$ cat src/rtl/multi_channel_apb_timer.sv
// Purpose : NUM_CH independent periodic/one-shot timers on APB3, combined FABINT plus per-channel TICK.
// Latency : APB zero wait states; PRDATA combinational from PADDR; TICK/FABINT registered, one cycle.
// Backpressure: none; PREADY is tied high, so every access completes in its access phase.
//
// Ports: PCLK/PRESET (sync, active-high); APB3 slave PSEL/PENABLE/PWRITE/PADDR[7:0]/PWDATA/PRDATA/
//        PREADY/PSLVERR; FABINT = registered OR of enabled STATUS bits; TICK[NUM_CH] = expiry pulses.
// Register map: channel n at n*0x10 {PERIOD, CTRL{IRQ_EN,ONESHOT,EN}, COUNT, STATUS(W1C)}; 0x80 IRQSUM.
// Optional macro TIMER_PRESCALE_EN adds 0x84 PRESCALE (16 bits) and a shared advance strobe.
module multi_channel_apb_timer #(
    parameter int          NUM_CH         = 4,
    parameter int          CNT_W          = 32,
    parameter logic [31:0] DEFAULT_PERIOD = 32'd2500000,
    parameter logic [7:0]  RST_EN_MASK    = 8'd1
) (
    input  logic              PCLK,
    input  logic              PRESET,
    input  logic              PSEL,
    input  logic              PENABLE,
    input  logic              PWRITE,
    input  logic [7:0]        PADDR,
    input  logic [31:0]       PWDATA,
    output logic [31:0]       PRDATA,
    output logic              PREADY,
    output logic              PSLVERR,
    output logic              FABINT,
    output logic [NUM_CH-1:0] TICK
);

    localparam logic [CNT_W-1:0] CNT_ONE = CNT_W'(1);

    logic [CNT_W-1:0]  period_q [NUM_CH];
    logic [CNT_W-1:0]  count_q  [NUM_CH];
    logic [NUM_CH-1:0] en_q, oneshot_q, irq_en_q, status_q;
    logic [NUM_CH-1:0] irq_vec, expire, ch_sel;
    logic              acc, wr_en, irqsum_hit, pre_hit, mapped, advance;
    logic [31:0]       rd_data;
    logic              unused_bits;

    assign unused_bits = ^{PADDR[1:0], PWDATA};

    assign acc     = PSEL & PENABLE;
    assign wr_en   = acc & PWRITE;
    assign irq_vec = status_q & irq_en_q;

    // One-hot channel decode; blocks at or above NUM_CH never match and fall out as unmapped.
    always_comb begin
        ch_sel = '0;
        for (int n = 0; n < NUM_CH; n++) begin
            ch_sel[n] = !PADDR[7] && (PADDR[6:4] == 3'(n));
        end
    end

    assign irqsum_hit = (PADDR[7:2] == 6'b100000);

`ifdef TIMER_PRESCALE_EN
    logic [15:0] prescale_q, pre_cnt_q;

    assign pre_hit = (PADDR[7:2] == 6'b100001);
    // Strobe on the last count of the prescale window; PRESCALE=0 advances every cycle.
    assign advance = (pre_cnt_q == prescale_q);

    always_ff @(posedge PCLK) begin
        if (PRESET) begin
            prescale_q <= '0;
            pre_cnt_q  <= '0;
        end else if (wr_en && pre_hit) begin
            prescale_q <= PWDATA[15:0];
            pre_cnt_q  <= '0;
        end else begin
            pre_cnt_q  <= advance ? 16'd0 : pre_cnt_q + 16'd1;
        end
    end
`else
    assign pre_hit = 1'b0;
    assign advance = 1'b1;
`endif

    assign mapped = (|ch_sel) | irqsum_hit | pre_hit;

    // Compare is >=, so a PERIOD shrunk below COUNT expires at the next advance instead of wrapping.
    always_comb begin
        expire = '0;
        for (int n = 0; n < NUM_CH; n++) begin
            expire[n] = en_q[n] && advance && (count_q[n] >= period_q[n]);
        end
    end

    always_comb begin
        rd_data = '0;
        for (int n = 0; n < NUM_CH; n++) begin
            if (ch_sel[n]) begin
                case (PADDR[3:2])
                    2'd0:    rd_data = 32'(period_q[n]);
                    2'd1:    rd_data = {29'd0, irq_en_q[n], oneshot_q[n], en_q[n]};
                    2'd2:    rd_data = 32'(count_q[n]);
                    default: rd_data = {31'd0, status_q[n]};
                endcase
            end
        end
        if (irqsum_hit) rd_data = 32'(irq_vec);
`ifdef TIMER_PRESCALE_EN
        if (pre_hit) rd_data = {16'd0, prescale_q};
`endif
    end

    // Read data is only driven while a read is selected so the bus idles at zero.
    assign PRDATA  = (PSEL && !PWRITE) ? rd_data : 32'd0;
    assign PREADY  = 1'b1;
    assign PSLVERR = acc & ~mapped;

    always_ff @(posedge PCLK) begin
        if (PRESET) begin
            for (int n = 0; n < NUM_CH; n++) begin
                period_q[n] <= DEFAULT_PERIOD[CNT_W-1:0];
                count_q[n]  <= '0;
            end
            en_q      <= RST_EN_MASK[NUM_CH-1:0];
            oneshot_q <= '0;
            irq_en_q  <= RST_EN_MASK[NUM_CH-1:0];
            status_q  <= '0;
            TICK      <= '0;
            FABINT    <= 1'b0;
        end else begin
            for (int n = 0; n < NUM_CH; n++) begin
                TICK[n] <= expire[n];

                if (!en_q[n] || expire[n]) begin
                    count_q[n] <= '0;
                end else if (advance) begin
                    count_q[n] <= count_q[n] + CNT_ONE;
                end

                if (expire[n] && oneshot_q[n]) en_q[n] <= 1'b0;

                // Register writes come after the counting updates so a CTRL write beats a one-shot clear.
                if (wr_en && ch_sel[n]) begin
                    case (PADDR[3:2])
                        2'd0: period_q[n] <= PWDATA[CNT_W-1:0];
                        2'd1: begin
                            en_q[n]      <= PWDATA[0];
                            oneshot_q[n] <= PWDATA[1];
                            irq_en_q[n]  <= PWDATA[2];
                            if (!en_q[n] && PWDATA[0]) count_q[n] <= '0;
                        end
                        2'd3: if (PWDATA[0]) status_q[n] <= 1'b0;
                        default: ;
                    endcase
                end

                // Expiry set is applied last so it wins over a coincident W1C.
                if (expire[n]) status_q[n] <= 1'b1;
            end
            FABINT <= |irq_vec;
        end
    end

endmodule

$ cat config.mk
export PLATFORM = sky130hd
export DESIGN_NAME = multi_channel_apb_timer
export DESIGN_NICKNAME = d
export VERILOG_FILES = /design/src/rtl/multi_channel_apb_timer.sv
export SDC_FILE = /design/constraint.sdc
export NUM_CORES = 1
export LEC_CHECK = 0
export ABC_AREA = 0
export CORE_ASPECT_RATIO = 1.5
export CORE_MARGIN = 4
export CORE_UTILIZATION = 28
export CTS_BUF_LIST = sky130_fd_sc_hd__clkbuf_2 sky130_fd_sc_hd__clkbuf_4 sky130_fd_sc_hd__clkbuf_8
export CTS_CLUSTER_DIAMETER = 150
export CTS_CLUSTER_SIZE = 20
export DETAILED_ROUTE_END_ITERATION = 10
export SKIP_LAST_GASP = 1
export SYNTH_ARGS = -nofsm -noshare
export SYNTH_HDL_FRONTEND = slang
export SYNTH_SLANG_ARGS = --single-unit
export TNS_END_PERCENT = 5
$ cat constraint.sdc
create_clock -name PCLK -period 8.35 [get_ports PCLK]
set_clock_uncertainty 0.05 [all_clocks]
set_input_delay 1.67 -clock PCLK [delete_from_list [all_inputs] [get_ports PCLK]]
set_output_delay 1.67 -clock PCLK [all_outputs]
set_load 0.02 [all_outputs]
# Yosys cells after proc, flatten, opt, wreduce, memory -nomap -nowiden
# Memory sizes are Yosys's and may differ from the RTL's.
# Cells that the tools add are included.
# Widths: inputs -> output; s select.
# word_totals
reg_bits	21
ram_bits	256
out_inout_bits	39
wordCells	216
mem_count	2
# classes
n_addsub	4
order_cmp	4
n_eq_ne	7
muxes	107
bitwise	22
n_reduce_logical	55
# mem_list
memory	depth	word_bits	read_ports	rd_clocked_by_memory_dff	wr	line	source
count_q	4	32	4	0	4	32	logic [CNT_W-1:0] count_q [NUM_CH];
period_q	4	32	4	0	4	31	logic [CNT_W-1:0] period_q [NUM_CH];
# ops
operator	n
$mux 32	22
$pmux 32 s3	4
$add 32x1->32 const B	4
$ge 32x32->1	4
$mux 1	81
$reduce_bool 2->1	12
$logic_and 1x1->1	21
$or 1x1->1	17
$reduce_and 3->1	4
$reduce_and 2->1	4
$reduce_or 4->1	2
$eq 3x2->1 const B	2
$eq 6x6->1 const B	1
$logic_not 1->1	6
$and 4x4->4	1
$eq 2x2->1 const B	2
$logic_or 1x1->1	4
$and 1x1->1	3
$eq 3x1->1 const B	1
$logic_not 3->1	1
$eq 2x1->1 const B	1
$logic_not 2->1	1
$not 1->1	1

# Logic depth before layout (Yosys ltp)
# Gate-level depths: netlist (run 1).
# An unclocked memory read counts as a cell.
# depth
depth_word	10
depth_mapped	10

# Least setup slack after synthesis (run 1)
# OpenSTA, ideal clock, no wires.
# synth_timing
kind	input to register
from	input PADDR[2]
to	memory period_q[0][0] (enable)
setup_time_ns	0.511
t_arrival_ns	5.845
required_ns	7.789
slack_ns	1.945
cell_stages	5
n_path_buf	4
cell_sequence	buf_2 clkbuf_1 clkbuf_1 clkbuf_1 o41ai_1
# synth_lines
item	line	source
from (decl)	20	input logic [7:0] PADDR,
to (decl)	31	

# Final worst setup path (run 1)
# layout_timing
from	input PADDR[6]
to	output PRDATA[30]
# layout_between
elab_chain_len	8
word_cells_on_any_way	15
cone_classes	eq/ne (4); mux (6); reduce/logical (5)
# layout_rtl
item	line	source
$logic_not 3->1	49	ch_sel[n] = !PADDR[7] && (PADDR[6:4] == 3'(n));
$logic_and 1x1->1	49	
$mux 32 (4 in series)	91	if (ch_sel[n]) begin
$mux 32 (*)	100	if (irqsum_hit) rd_data = 32'(irq_vec);
$mux 32 (*)	107	assign PRDATA = (PSEL && !PWRITE) ? rd_data : 32'd0;
to (decl)	22	output logic [31:0] PRDATA,
# Mark *: on every way between the ends. The rest lies on a longest branch, timed or not.

==> impl_results.md, run 1 <==
- Worst slew pin tran: approximately 1.3 ns
- Tcrit/Tclk final: 83.3%
- Placeable Area: about 65000 um^2
- Synth warn: 0
- Cell leakage power: about 0.008 uW
- Status: finished, final reports clean
- Cells after Synth: 1805
- Routability Congestion: between 0.9 and 1
- Ys async rst share: 0%
- Row Count: around 110
- GRT Residual Overflow: 0
- Setup Fix Bufs, Post-CTS: 0
- Die width: approximately 220 um
- Clock transition at the registers of the reported paths: 0.13 ns
- Routed wire length: roughly 56000 um
- Hold buffer count at cts: 0
- Unrepaired setup endpoints after global routing: no
- Synth area leader: edfxtp_1
- Top FF cell, synth: edfxtp_1
- Nets: between 2k and 2.5k
- Count leader, synth: edfxtp_1
- Total track usage: 15.5%
- Post-route minimum period: 6.95 ns
- Drt wl/cell: between 15 and 20 um
- Post-synthesis sequential area ratio: 44.3%
- Worst-skew pair later-pin latency: roughly 0.58 ns
- HPWL Detailed: 43100 um
- Power Total: ~2700 uW
- Num ports: 84
- Seq cells post-synth: around 280
- CP max FO: 29
- Hold Vio Cnt, Final: 0
- Max clock buf depth: 3
- Post-route ant nets: 0
- Area Overhead vs Synth: 13.6%
- Input/output buffers: 80
- R2r setup slk: 4.94 ns
- Max IR drop VDD: around 0.00015 V
- H-tree depth: 1
- Vias per cell: around 5.0
- Hold Path Depth: 1
- Synth cell count leaders: 256 x edfxtp_1, 163 x nor3_1, 146 x inv_1
- Synth unique cells: 74
- Worst Reg-to-Reg Cells: 7
- Setup tns final: 0 ns
- DRC: 0
- Fill cells: roughly 6.7k
- Die Ht: around 320 um
- Total number of vias: 14.1k
- Critical path type: in -> out
- Antenna violations before repair: 5
- Slew HR: between 10% and 20%
- First-pass detailed-route iteration total: 5
- Iter 0 DRT Violations: between 800 and 900
- Number of synthesized flops with an enable pin: about 260
- CTS Sinks: between 200 and 300
- Initial cell density of the core: ~28%
- Register area: ~8100 um^2
- Pwr dens: 131 nW/um^2
- CTS tree: yes
- Setup violators final: 0
- Max Fclk: 144 MHz
- Multi-input logic area: roughly 9800 um^2
- Layout cell share with drive strength beyond 1: under 10%
- Hold crit path type: reg -> reg
- Worst Path Required: 6.63 ns
- Final slew viol count: 0
- CP arrival: approximately 5.2 ns
- CP Launch Type: input pin
- Max_cap viols: 0
- Syn Area/Cell: between 10 and 15 um^2
- Yosys top cell area share: a little over two fifths
- Post_cts resized: 0
- Post-Syn Area: approximately 18000 um^2
- Vias in the first global route: between 10k and 15k
- First-pass GRT wire length: 83800 um
- CP endpoint kind: primary output
- Die area: about 70000 um^2
- Pin count of the biggest net entering global routing: 65
- CTS Buf Count: 17
- Area contributors post-synth: edfxtp_1 42%, ha_1 9.0%, mux2i_1 7.1%
- CTS root buffer: clkbuf_8
-- flip-flops by register name (all words and copies together) (netlist names) --
| signal | count |
|---|---|
| period_q | 128 |
| FABINT | 1 |
| TICK | 4 |
| oneshot_q | 4 |
| en_q | 4 |
| status_q | 4 |
| irq_en_q | 4 |
| count_q | 128 |
-- cells in the final DEF (no fill, tap or decap), types with 4 or more instances in the layout --
master / netlist / final
mux4_2: 6 / 6
nor2_1: 114 / 114
buf_4: 1 / 17
a21oi_1: 57 / 57
dfxtp_1: 21 / 21
nand2b_1: 16 / 16
and3_1: 27 / 27
mux2i_1: 129 / 129
nor2_4: 19 / 19
o22ai_1: 32 / 32
a21o_1: 7 / 7
clkbuf_4: 0 / 11
xnor2_1: 48 / 48
o21ai_0: 27 / 27
nor2b_1: 4 / 4
edfxtp_1: 256 / 256
or2_2: 4 / 4
xor2_1: 70 / 70
and4_1: 23 / 23
nor2_2: 11 / 11
or3_1: 29 / 29
nand2_1: 88 / 88
nand3_1: 61 / 61
ha_1: 132 / 132
nor3_1: 163 / 162
nand4_1: 50 / 50
conb_1: 1 / 129
nor4_1: 5 / 5
a211oi_1: 5 / 5
inv_1: 146 / 146
and2_1: 101 / 101
clkbuf_8: 0 / 17
clkdlybuf4s50_1: 0 / 78
o211ai_1: 6 / 6
diode_2: 0 / 4
o21a_1: 4 / 4
-- worst paths after layout --
path | from | endpoint
worst max-delay path | PADDR[6] | PRDATA[30]
worst max register to register | count_q[3][24] | count_q[3][27]
worst min register to register | oneshot_q[1] | en_q[1]
worst min-delay path | oneshot_q[1] | en_q[1]
-- layer usage --
metal / track usage (%) / up-vias / wire length [um]
met5: 0 / - / 15
met4: 10.1 / 4 / 4210
met3: 1.72 / 158 / 2160
met2: 28.8 / 390 / 28600
met1: 16.6 / 6865 / 20600
li1: - / 6694 / -
-- final cells by class --
type | instances | area share (%)
timing repair buffer | 97 | 4.45
clock buffer | 28 | 1.52
clock inverter | 1 | 0.0241
multi-input combinational | 1422 | 47.0
antenna | 4 | 0.0482
inverter | 146 | 2.64
tap | 870 | 5.24
sequential | 277 | 39.0
-- power breakdown --
group | internal [uW] | switching (uW) | total (uW)
combinational | 142 | 230 | 371
clock | 244 | 454 | 698
sequential | 1580 | 66.4 | 1640
total | 1960 | 750 | 2710
-- worst max-delay path, cell delays in order --
cell and delay, ns:
clkdlybuf4s50_1 0.45, nor2_1 0.56, nand2_1 0.27, or2_2 0.60, o22ai_1 0.47, a31oi_1 0.18, nor3_1 0.33, clkdlybuf4s50_1 0.68
-- cells by family (layout without fill, tap and decap cells) --
group	after synthesis	count (layout)	synth area share [%]
multiplexers	137	137	7.92
flip-flops	277	277	44.3
other	1	133	0.0205
buffers and inverters	234	272	5.17
adder cells (fa/ha/maj)	132	132	9.03
AND/OR/NAND/NOR	727	727	21.6
AO/OA/AOI/OAI	179	179	6.24
XOR/XNOR	118	118	5.65
-- stage by stage --
step / utilization, % / hold slack [ns] / setup WS, ns / cell area [um^2] / std cells
after CTS: 32.1 / 0.443 / 1.51 / 20800 / 2841
after detailed placement: 31.6 / 0.432 / 1.55 / 20400 / 2812
final: 32.1 / 0.440 / 1.40 / 20800 / 2845
after global placement: 31.6 / 0.420 / 1.53 / 20400 / 2812
after global routing: 32.1 / 0.464 / 1.23 / 20800 / 2842
after floorplan: - / 0.384 / 1.94 / 18800 / 1933
No activity file was read; power rests on OpenSTA's default activity.
==> run 2, diff against run 1 <==
- clock period: 8.35 -> 7.3 ns (I/O delays scaled with it)
==> impl_results.md, run 2 (synthesis results as in run 1) <==
- CP max FO: 29 (unchanged)
- Hold Crit Endpoint: en_q[1]
- Pin count of the biggest net entering global routing: 73 (+12%)
- Max_cap viols: 0 (unchanged)
- Worst hold start: oneshot_q[1]
- GRT Residual Overflow: 0 (unchanged)
- Worst Path Required: 5.79 ns (-0.84 ns)
- Most frequent cells in the layout: 256 x edfxtp_1, 162 x nor3_1, 146 x inv_1
- CP arrival: 4.92 ns (-0.31 ns)
- Iter 0 DRT Violations: 851 (-2.1%)
- Max Fclk: 156 MHz
- Dpl cells: 2815 (+0.11%)
- Drt wl/cell: 19.8 um (+1.6%)
- Pre-CTS WS: 0.998 ns (-0.552 ns)
- HPWL Detailed: 44000 um (+2.0%)
- Antenna violations before repair: 3 (-2)
- Final WS setup: 0.874 ns (-0.521 ns)
- CTS root buffer: clkbuf_8
- Max IR drop VDD: 0.000184 V (+20%)
- Critical path type: in -> out
- Unrepaired setup endpoints after global routing: no
- Die area: 69500 um^2 (unchanged)
- RR Endpoint: count_q[3][23]
- Critical path cell sequence: clkdlybuf4s50_1 > nor2_1 > nand2_1 > or2_2 > o22ai_1 > a31oi_1 > nor3_1 > clkdlybuf4s50_1
- Area Overhead vs Synth: 13.7%
- Row Count: 114 (unchanged)
- Hold slack: 0.450 ns (+0.00996 ns)
- Vias per cell: 4.95 (-0.23%)
- Max clock buf depth: 3 (unchanged)
- First-pass GRT wire length: 85300 um (+1.8%)
- DRC: 0 (unchanged)
- Most common cell after layout, fill and taps aside: edfxtp_1
- Layout cell share with drive strength beyond 1: 5.37% (+0.14 points)
- Input/output buffers: 80 (unchanged)
- H-tree depth: 1 (unchanged)
- Clock transition at the registers of the reported paths: 0.13 ns (about the same)
- Finished Core Util: 32.2% (+0.046 points)
- Largest registers: count_q: 128 flops, period_q: 128 flops
- Num ports: 84 (unchanged)
- R2r setup slk: 3.79 ns (-1.15 ns)
- Worst slew pin tran: 1.25 ns (-0.0296 ns)
- Tcrit/Tclk final: between 80% and 90%
- Largest delay share family, worst path: simple AND/OR/NAND/NOR gates
- CP Launch Type: input pin
- Placeable Area: 64600 um^2 (unchanged)
- Status: finished, final reports clean
- Setup violators final: 0 (unchanged)
- Hold buffer count at cts: 0 (unchanged)
- Buf/Inv on CP: 2 (unchanged)
- Final std cells w/o fill: 2846 (+0.035%)
- Post-route minimum period: 6.43 ns
- Setup Fix Bufs, Post-CTS: 0 (unchanged)
- CP endpoint kind: primary output
- Die Ht: 321 um (unchanged)
- Worst-skew pair later-pin latency: 0.58 ns (about the same)
- Post-route ant nets: 0 (unchanged)
- Hold Path Depth: 1 (unchanged)
- Setup tns final: 0 ns (unchanged)
- First-pass detailed-route iteration total: 5 (unchanged)
- Die width: 217 um (unchanged)
- Nets: 2141 (+0.14%)
- Cell leakage power: 0.00796 uW (+0.24%)
- Pwr dens: 150 nW/um^2 (+15%)
- CTS tree: yes
- Post_cts resized: 0 (unchanged)
- Slowest cell on crit path: clkdlybuf4s50_1
- Hold Vio Cnt, Final: 0 (unchanged)
- Total number of vias: 14.1k (-0.19%)
- Reg-to-reg startpoint: count_q[3][24]
- CP most frequent cell: clkdlybuf4s50_1
- Final slew viol count: 0 (unchanged)
- Routed wire length: 56400 um (+1.7%)
- Initial cell density of the core: 28.3% (unchanged)
- Routability Congestion: 0.898 (-1.5%)
- CTS Buf Count: 17 (unchanged)
- Hold crit path type: reg -> reg
- Slew HR: 16.4% (+2.0 points)
- CTS Sinks: 277 (unchanged)
- Vias in the first global route: 14.5k (+1.3%)
- Slowest stage delay, CP: 0.67 ns (about the same)
- Total track usage: 15.9% (+0.37 points)
- Worst Reg-to-Reg Cells: 7 (unchanged)
## run 2: how the worst max path moves through the flow
stage	start	endpoint	slack [ns]	depth (start not counted)
6_report	PADDR[6]	PRDATA[30]	0.87	8
5_1_grt	PADDR[6]	PRDATA[30]	0.71	8
4_1_cts	PADDR[6]	PRDATA[30]	0.94	8
3_5_place_dp	PADDR[6]	PRDATA[30]	1.0	8
3_3_place_gp	PADDR[6]	PRDATA[30]	0.96	8
2_1_floorplan	PADDR[2]	period_q[0][0]	1.10	5
## run 2: metal layers
| layer | GRT usage, % | routed length, um | vias to the layer above |
|---|---|---|---|
| li1 | - | - | 6702 |
| met1 | 17.3 | 21000 | 6853 |
| met2 | 29.5 | 29200 | 378 |
| met3 | 1.55 | 2110 | 151 |
| met4 | 9.90 | 4150 | 0 |
| met5 | 0 | 0 | - |
## run 2: power by group
part           internal, uW  total [uW]  leakage, uW  switching [uW]
registers              1800        1880      0.00272            77.0
clock network           279         802     0.000177             523
logic                   164         438      0.00506             274
## run 2: stage by stage
step | power [uW] | instance area [um^2]
floorplan | 2160 | 18800
global placement | 2330 | 20500
detailed placement | 2350 | 20500
CTS | 3150 | 20800
global route | 3250 | 20800
finish | 3120 | 20800
## run 2: worst register-to-register path, stage by stage, from the launching register on
cell and delay, ns:
edfxtp_1 0.53, ha_1 0.35, nand4_1 0.13, nor4_1 0.64
a22oi_1 0.20, o211ai_1 0.19, a311o_1 1.01, nor2_1 0.13
## run 2: layout make-up
cell class	instances	area (um^2)
repair buffers	100	960
clock inverters	1	5.00
diodes	2	5.00
fillers	6683	43800
flip-flops and latches	277	8110
clock buffers	28	317
multi-input cells	1422	9760
inverters	146	548
well taps	870	1090
